===== src/rtl/div32_seq_pkg.sv =====
// Shared definitions for the sequential restoring divider: FSM encoding,
// iteration count and the divide-by-zero quotient.
package div32_seq_pkg;

    typedef enum logic [1:0] {
        ST_IDLE = 2'd0,
        ST_RUN  = 2'd1,
        ST_DONE = 2'd2
    } state_e;

    localparam int          DIV_ITER = 32;
    localparam logic [31:0] DIVZ_Q   = 32'hFFFF_FFFF;

endpackage


===== src/rtl/div32_seq_sub32.sv =====
// 32-bit subtractor for the divider's trial step, built as a cla32 adder
// (eight cla4 lookahead slices) computing a + ~b + 1.
module cla4 (
    input  logic [3:0] a,
    input  logic [3:0] b,
    input  logic       ci,
    output logic [3:0] s,
    output logic       co
);
    logic [3:0] p_s;
    logic [3:0] g_s;
    logic [3:0] c_s;

    assign p_s = a ^ b;
    assign g_s = a & b;

    // Full lookahead inside the slice; slices are chained by cla32.
    assign c_s[0] = ci;
    assign c_s[1] = g_s[0] | (p_s[0] & ci);
    assign c_s[2] = g_s[1] | (p_s[1] & g_s[0]) | (p_s[1] & p_s[0] & ci);
    assign c_s[3] = g_s[2] | (p_s[2] & g_s[1]) | (p_s[2] & p_s[1] & g_s[0])
                  | (p_s[2] & p_s[1] & p_s[0] & ci);
    assign co     = g_s[3] | (p_s[3] & g_s[2]) | (p_s[3] & p_s[2] & g_s[1])
                  | (p_s[3] & p_s[2] & p_s[1] & g_s[0])
                  | (p_s[3] & p_s[2] & p_s[1] & p_s[0] & ci);
    assign s      = p_s ^ c_s;
endmodule

module cla32 (
    input  logic [31:0] a,
    input  logic [31:0] b,
    input  logic        ci,
    output logic [31:0] s,
    output logic        co
);
    logic [8:0] c_s;

    assign c_s[0] = ci;

    for (genvar i = 0; i < 8; i++) begin : g_slice
        cla4 u_cla4 (
            .a  (a[4*i +: 4]),
            .b  (b[4*i +: 4]),
            .ci (c_s[i]),
            .s  (s[4*i +: 4]),
            .co (c_s[i+1])
        );
    end

    assign co = c_s[8];
endmodule

module sub32 (
    input  logic [31:0] a,
    input  logic [31:0] b,
    output logic [31:0] d,
    output logic        co
);
    logic [31:0] b_inv_s;

    assign b_inv_s = ~b;

    // co=1 means a >= b (no borrow).
    cla32 u_cla32 (
        .a  (a),
        .b  (b_inv_s),
        .ci (1'b1),
        .s  (d),
        .co (co)
    );
endmodule


===== src/rtl/div32_seq.sv =====
// Multi-cycle unsigned 32-bit restoring divider: one shift-and-subtract
// iteration per clock with a start/done handshake and held results.
module div32_seq
    import div32_seq_pkg::*;
#(
    parameter int WIDTH = 32,
    parameter int CNT_W = 6
) (
    input  logic             clk,
    input  logic             reset,
    input  logic             start,
    input  logic [WIDTH-1:0] dividend,
    input  logic [WIDTH-1:0] divisor,
    output logic             busy,
    output logic             done,
    output logic [WIDTH-1:0] quotient,
    output logic [WIDTH-1:0] remainder,
    output logic             div_by_zero
);
    localparam logic [CNT_W-1:0] LAST_CNT = CNT_W'(DIV_ITER - 1);

    state_e           state_r;
    state_e           state_s;
    logic [CNT_W-1:0] cnt_r;
    logic [WIDTH-1:0] q_r;
    logic [WIDTH-1:0] r_r;
    logic [WIDTH-1:0] d_r;
    logic [WIDTH-1:0] quotient_r;
    logic [WIDTH-1:0] remainder_r;
    logic             dbz_r;

    logic             load_s;
    logic             divz_s;
    logic             iter_s;
    logic             finish_s;

    logic             msb_s;
    logic [WIDTH-1:0] rs_s;
    logic [WIDTH-1:0] trial_s;
    logic             co_s;
    logic             accept_s;
    logic [WIDTH-1:0] r_next_s;
    logic [WIDTH-1:0] q_next_s;

    // Shift the remainder/quotient pair left by one before the trial subtract.
    assign msb_s = r_r[WIDTH-1];
    assign rs_s  = {r_r[WIDTH-2:0], q_r[WIDTH-1]};

    sub32 u_sub32 (
        .a  (rs_s),
        .b  (d_r),
        .d  (trial_s),
        .co (co_s)
    );

    // A shifted-out msb means Rs >= 2^32 > D, so the subtract always succeeds.
    assign accept_s = msb_s | co_s;
    assign r_next_s = accept_s ? trial_s : rs_s;
    assign q_next_s = {q_r[WIDTH-2:0], accept_s};

    // State register.
    always_ff @(posedge clk or posedge reset) begin
        if (reset) begin
            state_r <= ST_IDLE;
        end else begin
            state_r <= state_s;
        end
    end

    // Next-state decode and datapath control strobes.
    always_comb begin
        state_s  = state_r;
        load_s   = 1'b0;
        divz_s   = 1'b0;
        iter_s   = 1'b0;
        finish_s = 1'b0;
        case (state_r)
            ST_IDLE, ST_DONE: begin
                if (start) begin
                    if (divisor == {WIDTH{1'b0}}) begin
                        divz_s  = 1'b1;
                        state_s = ST_DONE;
                    end else begin
                        load_s  = 1'b1;
                        state_s = ST_RUN;
                    end
                end else begin
                    state_s = ST_IDLE;
                end
            end
            ST_RUN: begin
                iter_s = 1'b1;
                if (cnt_r == LAST_CNT) begin
                    finish_s = 1'b1;
                    state_s  = ST_DONE;
                end else begin
                    state_s = ST_RUN;
                end
            end
            default: begin
                state_s = ST_IDLE;
            end
        endcase
    end

    // Working registers, iteration counter and held results.
    always_ff @(posedge clk or posedge reset) begin
        if (reset) begin
            cnt_r       <= {CNT_W{1'b0}};
            q_r         <= {WIDTH{1'b0}};
            r_r         <= {WIDTH{1'b0}};
            d_r         <= {WIDTH{1'b0}};
            quotient_r  <= {WIDTH{1'b0}};
            remainder_r <= {WIDTH{1'b0}};
            dbz_r       <= 1'b0;
        end else if (load_s) begin
            cnt_r <= {CNT_W{1'b0}};
            q_r   <= dividend;
            r_r   <= {WIDTH{1'b0}};
            d_r   <= divisor;
            dbz_r <= 1'b0;
        end else if (divz_s) begin
            quotient_r  <= DIVZ_Q;
            remainder_r <= dividend;
            dbz_r       <= 1'b1;
        end else if (iter_s) begin
            cnt_r <= cnt_r + CNT_W'(1);
            q_r   <= q_next_s;
            r_r   <= r_next_s;
            if (finish_s) begin
                quotient_r  <= q_next_s;
                remainder_r <= r_next_s;
            end
        end
    end

    assign busy        = (state_r == ST_RUN);
    assign done        = (state_r == ST_DONE);
    assign quotient    = quotient_r;
    assign remainder   = remainder_r;
    assign div_by_zero = dbz_r;

endmodule


===== config.mk =====
export PLATFORM = sky130hd
export DESIGN_NAME = div32_seq
export DESIGN_NICKNAME = d
export VERILOG_FILES = /design/src/rtl/div32_seq_pkg.sv /design/src/rtl/div32_seq_sub32.sv /design/src/rtl/div32_seq.sv
export SDC_FILE = /design/constraint.sdc
export NUM_CORES = 1
export LEC_CHECK = 0
export BUFFER_PORTS_ARGS = -buffer_cell sky130_fd_sc_hd__buf_2
export CORE_MARGIN = 8
export CORE_UTILIZATION = 40
export CTS_CLUSTER_DIAMETER = 50
export DETAILED_ROUTE_END_ITERATION = 10
export GPL_TIMING_DRIVEN = 0
export SYNTH_ARGS = -nofsm -noshare
export SYNTH_HDL_FRONTEND = slang
export SYNTH_SLANG_ARGS = --single-unit

===== constraint.sdc =====
create_clock -name clk -period 4.5 [get_ports clk]
set_clock_uncertainty 0.1 [all_clocks]
set_input_delay 0 -clock clk [delete_from_list [all_inputs] [get_ports clk]]
set_output_delay 0 -clock clk [all_outputs]
set_load 0.01 [all_outputs]

==> results of run 1 <==
-- repair_timing --
action                    4_1_cts  5_1_grt
hold endpoints to repair      197        0
hold buffers                   67        0
setup buffers                   0        0
-- flip-flops by register name, indices dropped and copies added (netlist names) --
name         count
d_r             32
q_r             32
quotient        32
r_r             32
remainder       32
cnt_r            6
state_r          2
div_by_zero      1
-- cell type report --
class                           count  area (sq um)  share of cell area (%)
Inverter                           43           165                    1.44
Clock buffer                       18           439                    3.83
Buffer                             62           259                    2.26
Multi-Input combinational cell    722          4400                    38.3
Tap cell                          285           357                    3.11
Timing Repair Buffer              206          1450                    12.6
Sequential cell                   169          4230                    36.9
Clock inverter                     14           176                    1.54
-- placed cells by master (no fill, tap or decap), types with 6 or more instances in the layout --
| cell | n |
|---|---|
| a21oi_1 | 37 |
| clkbuf_16 | 17 |
| dfrtp_1 | 169 |
| or3_1 | 6 |
| xnor2_1 | 12 |
| clkinv_8 | 6 |
| nor4_1 | 11 |
| nor2_1 | 24 |
| xor2_1 | 12 |
| clkbuf_1 | 53 |
| o22ai_1 | 28 |
| a21oi_2 | 12 |
| o31ai_1 | 18 |
| buf_2 | 137 |
| fa_1 | 7 |
| a22oi_1 | 32 |
| dlygate4sd3_1 | 67 |
| a221oi_1 | 6 |
| inv_1 | 41 |
| ha_1 | 34 |
| o21ai_0 | 105 |
| nor3_1 | 25 |
| nand3_1 | 14 |
| nand2_1 | 236 |
| nand4_1 | 10 |
| mux2i_1 | 25 |
-- logic make-up (layout without fill, tap and decap cells) --
group	after synthesis	after routing
multiplexers	25	25
AND/OR/NAND/NOR	346	346
XOR/XNOR	24	24
flip-flops	169	169
adder cells (fa/ha/maj)	41	41
buffers and inverters	105	343
AO/OA/AOI/OAI	286	286
-- report_power, final --
group	internal, mW	leakage, nW	switching [mW]
Clock	0.769	0.296	0.751
Sequential	2.23	1.98	0.538
Combinational	2.24	2.78	3.25
-- through the flow --
stage	total power, mW	utilization, %	hold WS [ns]
after floorplan	6.57	-	0.0125
after global placement	8.04	44.9	0.121
after detailed placement	8.17	45.4	-0.141
after CTS	9.77	51.1	0.214
after global routing	10.5	51.1	0.249
final	9.78	51.1	0.220
-- worst reg2reg max path, delay by kind of cell, from the launching register on --
family	cells	cell delay, ns
adder cells (fa/ha/maj)	1	0.33
buffers and inverters	3	0.46
flip-flops	1	0.53
multiplexers	1	0.33
AO/OA/AOI/OAI	6	1.64
AND/OR/NAND/NOR	1	0.18
-- worst paths after layout --
check / start / to / slack (ns) / cells after the start
worst max-delay path: q_r[31]$_DFFE_PP0P_ / r_r[23]$_DFFE_PP0P_ / 0.79 / 12
worst min-delay path: divisor[23] / d_r[23]$_DFFE_PP0P_ / 0.22 / 4
worst max register to register: q_r[31]$_DFFE_PP0P_ / r_r[23]$_DFFE_PP0P_ / 0.79 / 12
worst min register to register: div_by_zero$_DFFE_PP0P_ / div_by_zero$_DFFE_PP0P_ / 0.39 / 2
max in group asynchronous: reset / r_r[9]$_DFFE_PP0P_ / 2.74 / 7
min in group asynchronous: reset / quotient[30]$_DFFE_PP0P_ / 0.53 / 4
-- layer usage --
metal	routed length (um)	vias up	global-route usage, %
li1	-	3967	-
met1	13500	4179	28.9
met2	13900	277	34.4
met3	1550	59	3.45
met4	1100	0	9.32
met5	0	-	0
==> summary.txt, run 1 <==
most frequent cells after synthesis: nand2_1 (236), dfrtp_1 (169), o21ai_0 (105)
endpoints failing setup: 0
post-DR wirelength/cell: 19.8 um
mux cell area share after synthesis: 2.77%
Post-Syn Nets: 1104
Die Wd: 166 um
Mean Syn Cell Area: 9.08 sq um
post-route setup TNS: 0 ns
crit-path leading delay family: compound AO/OA/AOI/OAI gates
post-route setup slack: 0.790 ns
Worst path most repeated cell: inv_1
Area Overhead vs Synth: 26.8%
Compound-Gate Fraction of Synth Area: 21.0%
I/O pins: 134
Arr. time, crit path: 3.90 ns
cell count after synthesis: 996
unrepaired setup endpoints after global routing: false
pwr dens: 852 nW/um^2
maximum VDD drop: 0.373 mV
cell taking the most area after synthesis: dfrtp_1
# fillers: 2143
Tmin final: 3.71 ns
fin area: 11500 sq um
CTS Buf Count: 17
register area share after synthesis: 46.7%
Slew headroom: 35.8%
initial antenna violation count: 0
gr usage total: 21.7%
Lkg Pwr: 5.05 nW
Post-Synthesis Cell Area: 9050 sq um
CP startpoint kind: flop
vias: 8482
via/cell ratio: 5.58
outcome: complete, no violations
main combinational cell family by area after synthesis: compound AO/OA/AOI/OAI gates
DP Worst Slack: 0.911 ns
Post-Place Cells: 1420
Clock Latency Late Sink: 0.44 ns
CTS clk-pin slew, worst paths: 0.08 ns
Root Buffer: clkbuf_16
simple-gate portion of the synthesized area: 16.3%
CTS H-tree depth: 4
number of flops mapped to enable cells by yosys: 0
Port-buffer cells: 133
ys async rst share: 100%
global-route wire length before repair: 47800 um
Crit-path slowest cell: dfrtp_1
placer congestion estimate: 0.851
fmax: 270 MHz
Fin. Hold Viols: 0
post-synthesis xor/xnor area fraction: 2.32%
fin cells: 1519
Nets: 1329
Distinct cells, synth: 64
Synth top area share: 46.7%
Die Span Y: 166 um
drt pass-1 iters: 5
Synth warnings: 0
Crit Path Category: flop to flop
CP cell instances: inv_1, ha_1, o21ai_1, a22o_1, inv_1, a21oi_1, a21oi_4, o311ai_4, nand2_2, buf_6, mux2i_1, o22ai_1
grt total ovfl: 0
crit path buf inv count: 3
fin. max-slew vios: 0
Worst Path Required: 4.69 ns
Area after DPL: 10200 sq um
Post-synth top flop: dfrtp_1
worst-margin pin slew: 0.956 ns
# DRC: 0
Rows: 55
Antenna Nets Post-Route: 0
min-delay worst type: input pin to flop
die area: 27700 sq um
slowest stage delay, CP: 0.53 ns
flop and latch count out of synthesis: 169
CP endpoint kind: flop
CTS sink count: 169
dpl hpwl: 22900 um
Max-Cap Viols: 0
PostCTS Resize Cnt: 0
antenna diode count: 0
Tcrit/Tclk final: 82.4%
initial DRC count: 600
effective utilization at floorplan: 40.3%
Synth area leaders: dfrtp_1 (47%), nand2_1 (9.8%), o21ai_0 (5.8%)
top-count cell post-synth: nand2_1
core area: 22400 sq um
Synth Area in Adders: 6.25%
vias in the first global route: 8576
share of cells above drive strength 1: 16.5%
clock buffer depth: 2
CTS tree: built
CP Max Fanout: 10
total wire length: 30100 um
largest net degree at the start of global routing: 39
Note: power is estimated with default switching activity, not from simulation.
==> run 2, diff against run 1 <==
clock period = 3.3 ns   (was 4.5 ns; I/O delays follow)
==> run 2 against run 1 <==
Effect of this change: clock power up 36%; non-clock buffer count rose by 6; count of clock-buffer cells in the layout did not move; cell count grew 0.39%; wire length rose by 0.52%; maximum frequency up 17%; sequential cell count stayed put; die area did not move; hold slack about the same; setup slack got worse by 0.67 ns; combinational power grew 44%; critical path type unchanged.
==> summary.txt, run 2 (synthesized netlist as in run 1, its figures left out) <==
fin. max-slew vios: 0
Antenna Nets Post-Route: 0
CTS tree: built
Area Overhead vs Synth: 28.8%
Die Wd: 166 um
via/cell ratio: 5.60
dpl hpwl: 22900 um
Arr. time, crit path: 3.37 ns
antenna diode count: 0
Slew headroom: 41.2%
grt total ovfl: 0
I/O pins: 134
CTS H-tree depth: 4
post-route setup TNS: 0 ns
Max-Cap Viols: 0
initial DRC count: 637
crit path buf inv count: 2
pwr dens: 1180 nW/um^2
share of cells above drive strength 1: 18.5%
Crit Path Category: flop to flop
unrepaired setup endpoints after global routing: true
Crit-path slowest cell: o31a_4
Port-buffer cells: 133
crit-path leading delay family: compound AO/OA/AOI/OAI gates
min-delay worst type: input pin to flop
initial antenna violation count: 0
CP Max Fanout: 10
Nets: 1335
Post-Place Cells: 1420
Lkg Pwr: 5.09 nW
Clock Latency Late Sink: 0.44 ns
CP endpoint kind: flop
vias in the first global route: 8573
largest net degree at the start of global routing: 39
# DRC: 0
core area: 22400 sq um
vias: 8540
fmax: 314 MHz
Worst path most repeated cell: a21oi_4
commonest non-fill, non-tap cells in the layout: nand2_1 (236), dfrtp_1 (167), buf_2 (136)
die area: 27700 sq um
endpoints failing setup: 0
CP startpoint kind: flop
worst-margin pin slew: 0.879 ns
gr usage total: 21.7%
outcome: complete, no violations
Tcrit/Tclk final: 96.5%
Die Span Y: 166 um
clock buffer depth: 2
placer congestion estimate: 0.851
# fillers: 2131
total wire length: 30200 um
CTS Buf Count: 17
fin cells: 1525
Worst Path Required: 3.49 ns
global-route wire length before repair: 47900 um
slowest stage delay, CP: 0.40 ns
CP cell instances: inv_1, ha_2, a21o_1, a221oi_4, a2bb2oi_4, a21oi_4, o31a_4, a21oi_4, buf_6, mux2i_2, o22ai_1
CTS sink count: 169
Root Buffer: clkbuf_16
effective utilization at floorplan: 40.3%
commonest non-fill, non-tap cell in the layout: nand2_1
CTS clk-pin slew, worst paths: 0.07 ns
drt pass-1 iters: 5
Min Hold Slack: 0.220 ns
maximum VDD drop: 0.494 mV
post-DR wirelength/cell: 19.8 um
Tmin final: 3.18 ns
R2R setup slack: 0.12 ns
Fin. Hold Viols: 0
Rows: 55
-- run 2: where the power goes --
group | leakage [nW] | switching [mW] | total (mW) | internal (mW)
sequential | 1.98 | 0.744 | 3.78 | 3.04
combinational | 2.82 | 4.61 | 7.91 | 3.30
clock | 0.296 | 1.02 | 2.07 | 1.05
total | 5.09 | 6.38 | 13.8 | 7.39
-- run 2: per-layer routing --
metal	routed length, um	GRT usage [%]
met3	1600	3.45
met2	14000	34.4
met5	0	0
met1	13500	29.0
met4	1050	9.32
-- run 2: area by class of cell --
class,count,area (sq um),area share (%)
flip-flops and latches,169,4230,36.3
clock buffers,18,439,3.77
plain buffers,62,265,2.28
inverters,43,165,1.42
clock inverters,14,176,1.51
well taps,285,357,3.06
repair buffers,212,1490,12.8
multi-input cells,722,4520,38.8
-- run 2: stage by stage --
stage / setup slack [ns] / util [%] / total power [mW] / instance area, sq um
after floorplan: 0.423 / - / 8.96 / 9050
after global placement: -0.304 / 44.9 / 11.0 / 10100
after detailed placement: -0.289 / 45.4 / 11.1 / 10200
after CTS: 0.0253 / 51.3 / 13.4 / 11500
after global routing: -0.00628 / 51.9 / 14.7 / 11600
final: 0.116 / 51.9 / 13.8 / 11600
-- run 2: timing repair --
item	CTS	global route
resized for setup	4	25
setup buffers	2	4
hold buffers	67	0
hold endpoints to repair	197	0
endpoints found under the setup margin	60	56
pin swaps	1	4
-- run 2: path summary, 6_finish.rpt --
kind,start,depth (start not counted),end
worst max-delay path,d_r[5]$_DFFE_PP0P_,11,r_r[4]$_DFFE_PP0P_
min in group asynchronous,reset,4,quotient[30]$_DFFE_PP0P_
max in group asynchronous,reset,7,r_r[4]$_DFFE_PP0P_
worst max register to register,d_r[5]$_DFFE_PP0P_,11,r_r[4]$_DFFE_PP0P_
worst min-delay path,divisor[23],4,d_r[23]$_DFFE_PP0P_
worst min register to register,div_by_zero$_DFFE_PP0P_,2,div_by_zero$_DFFE_PP0P_
-- run 2: worst min-delay path: stages --
cell           delay, ns
dlygate4sd3_1       0.52
buf_2               0.11
nand2_1             0.04
o21ai_0             0.06
==> run 3, diff against run 2 <==
ABC_AREA = 1   (was not set)
GPL_TIMING_DRIVEN = not set   (was 0)
RECOVER_POWER = 100   (was not set)
==> run 3 against run 2 <==
Effect of this change: the run now ends with capacitance limit, slew limit left; combinational power fell by 83%; clock power barely moved; via count down 10%; global-route usage fell by 3.4 points; largest cell class is now registers; sequential cell count unchanged; count of clock-buffer cells in the layout unchanged; critical path depth grew 13; die area shrank 0.85%; total power is 57% lower; register-to-register slack improved by 0.12 ns; critical path type unchanged; setup slack better by 0.12 ns.
==> summary.txt, run 3 <==
Rows: 54
Arr. time, crit path: 3.28 ns
drt pass-1 iters: 6
fin cells: 1555
via/cell ratio: 4.93
CP Max Fanout: 16
vias: 7669
post-route setup slack: 0.232 ns
min-delay worst type: input pin to flop
sw frac: 31.5%
CTS clk-pin slew, worst paths: 0.07 ns
Max-Cap Viols: 1
Net Sw Power: 1.85 mW
Clock Latency Late Sink: 0.43 ns
I/O pins: 134
core area: 21900 sq um
Tmin final: 3.07 ns
Nets: 1370
R2R setup slack: 0.23 ns
Lkg Pwr: 5.86 nW
Root Buffer: clkbuf_16
outcome: finished with violations
total wire length: 25000 um
global route hottest layer: met2
post-route setup TNS: 0 ns
Clock power frac: 35.1%
commonest non-fill, non-tap cells in the layout: nand2_1 (271), dfrtp_1 (169), inv_1 (131)
effective utilization at floorplan: 40.9%
Total Power: 5.87 mW
initial antenna violation count: 0
# DRC: 0
fmax: 326 MHz
failing checks: capacitance limit, slew limit
Crit Path Category: flop to flop
top-count cell post-synth: nand2_1
largest net degree at the start of global routing: 71
CTS Buf Count: 17
CTS sink count: 169
fin. max-slew vios: 39
pwr dens: 532 nW/um^2
Post-Syn Nets: 1183
Reg power frac: 42.1%
unrepaired setup endpoints after global routing: false
CTS H-tree depth: 4
FF-to-FF path depth: 24
Mean Syn Cell Area: 8.34 sq um
Pint: 4.02 mW
Die Wd: 166 um
simple-gate portion of the synthesized area: 22.2%
Die Span Y: 166 um
Synth Area in Adders: 6.31%
Post-Place Cells: 1456
share of cells above drive strength 1: 14.4%
CP endpoint kind: flop
Fin. Hold Viols: 0
Post-synth top flop: dfrtp_1
Slew headroom: -17.2%
main combinational cell family by area after synthesis: simple AND/OR/NAND/NOR gates
worst-margin pin slew: 1.75 ns
cell count after synthesis: 1075
CP startpoint kind: flop
antenna diode count: 0
Post-Synthesis Cell Area: 8960 sq um
ys async rst share: 100%
DP Worst Slack: 0.268 ns
cell depth of the worst hold path: 4
Reg2Reg Launch Point: r_r[2]$_DFFE_PP0P_
commonest non-fill, non-tap cell in the layout: nand2_1
global-route wire length before repair: 41800 um
Logic pwr share: 22.8%
vias in the first global route: 7801
Antenna Nets Post-Route: 0
CTS tree: built
GR Util met2: 27.3%
gr usage total: 18.3%
worst hold start: divisor[21]
dpl hpwl: 17600 um
Worst Path Required: 3.51 ns
Area Overhead vs Synth: 23.2%
grt total ovfl: 0
die area: 27400 sq um
placer congestion estimate: 0.848
M1 GR Usage: 26.2%
Port-buffer cells: 133
maximum VDD drop: 0.332 mV
Synth top area share: 47.2%
cell taking the most area after synthesis: dfrtp_1
register area share after synthesis: 47.2%
flop and latch count out of synthesis: 169
number of flops mapped to enable cells by yosys: 0
WHS Endpoint: d_r[21]$_DFFE_PP0P_
endpoints failing setup: 0
most frequent cells after synthesis: nand2_1 (272), dfrtp_1 (169), inv_1 (132)
post-DR wirelength/cell: 16.0 um
Distinct cells, synth: 39
worst reg2reg path endpoint: remainder[12]$_DFFE_PP0P_
post-synthesis xor/xnor area fraction: 1.66%
Synth area leaders: dfrtp_1 (47%), nand2_1 (11%), inv_1 (5.5%)
mux cell area share after synthesis: 0%
Synth warnings: 0
Compound-Gate Fraction of Synth Area: 14.0%
M3 GR Usage: 4.66%
Tcrit/Tclk final: 93.0%
initial DRC count: 499
clock buffer depth: 2
run 3: area by class of cell:
cell class / instances / area, sq um
flip-flops and latches: 169 / 4230
multi-input cells: 721 / 3950
clock buffers: 18 / 439
clock inverters: 14 / 161
well taps: 280 / 350
repair buffers: 217 / 1400
fillers: 2146 / 10900
inverters: 136 / 512
run 3: how the worst max path moves through the flow:
stage,startpoint,end,slack (ns),cells past startpoint
after floorplan,q_r[31]$_DFFE_PP0P_,remainder[29]$_DFFE_PP0P_,0.54,25
after global placement,q_r[31]$_DFFE_PP0P_,remainder[29]$_DFFE_PP0P_,0.35,25
after detailed placement,r_r[2]$_DFFE_PP0P_,remainder[12]$_DFFE_PP0P_,0.27,24
after CTS,r_r[2]$_DFFE_PP0P_,remainder[12]$_DFFE_PP0P_,0.23,24
after global routing,r_r[2]$_DFFE_PP0P_,remainder[22]$_DFFE_PP0P_,0.02,24
final,r_r[2]$_DFFE_PP0P_,remainder[12]$_DFFE_PP0P_,0.23,24
run 3: metrics by stage:
step / hold slack (ns) / utilization [%] / area, sq um
global placement: 0.121 / 45.4 / 9930
finish: 0.236 / 50.4 / 11000
CTS: 0.214 / 51.1 / 11200
floorplan: 0.0210 / - / 8960
detailed placement: 0.136 / 45.4 / 9930
global route: 0.257 / 50.4 / 11000
run 3: power by group through the flow:
stage	Clock, mW	Sequential, mW	Combinational [mW]
after global routing	2.18	2.50	1.54
after floorplan	0	2.47	0.970
final	2.06	2.47	1.34
after global placement	0	2.50	1.28
after CTS	2.10	2.47	1.36
after detailed placement	0	2.51	1.29
run 3: timing repair:
item,CTS,global route
setup buffers,0,1
hold endpoints to repair,134,0
gates resized for setup,0,0
hold buffers,66,0
setup endpoints to repair,0,3
run 3: logic make-up (layout without fill, tap and decap cells):
kind of cell,count (synthesis),after routing
AO/OA/AOI/OAI,214,214
XOR/XNOR,17,17
adder cells (fa/ha/maj),41,41
buffers and inverters,185,385
flip-flops,169,169
AND/OR/NAND/NOR,449,449
run 3: metal layers:
metal / routed length (um) / part of all wire, %
met5: 0 / 0
met4: 220 / 0.88
met3: 1530 / 6.1
met2: 10800 / 43
met1: 12400 / 50
run 3: worst max-delay path, cell delays in order, from the launching register on:
cell and delay [ns]:
dfrtp_1 0.42, ha_1 0.36, nand2_1 0.08, nand2_1 0.04, nor2_1 0.13, nand2_2 0.10
nand2_2 0.08, nand2_4 0.06, nand2_2 0.07, nand2_4 0.07, nand2_4 0.07, nand2_4 0.05
nand2_2 0.08, nand2_4 0.06, nand2_4 0.07, nand2_4 0.06, nand2_4 0.07, nand2_4 0.07
nand2_4 0.14, nand3_4 0.12, buf_4 0.25, o21ai_2 0.19, nand2_1 0.08, nand2_1 0.08
nand2_1 0.05
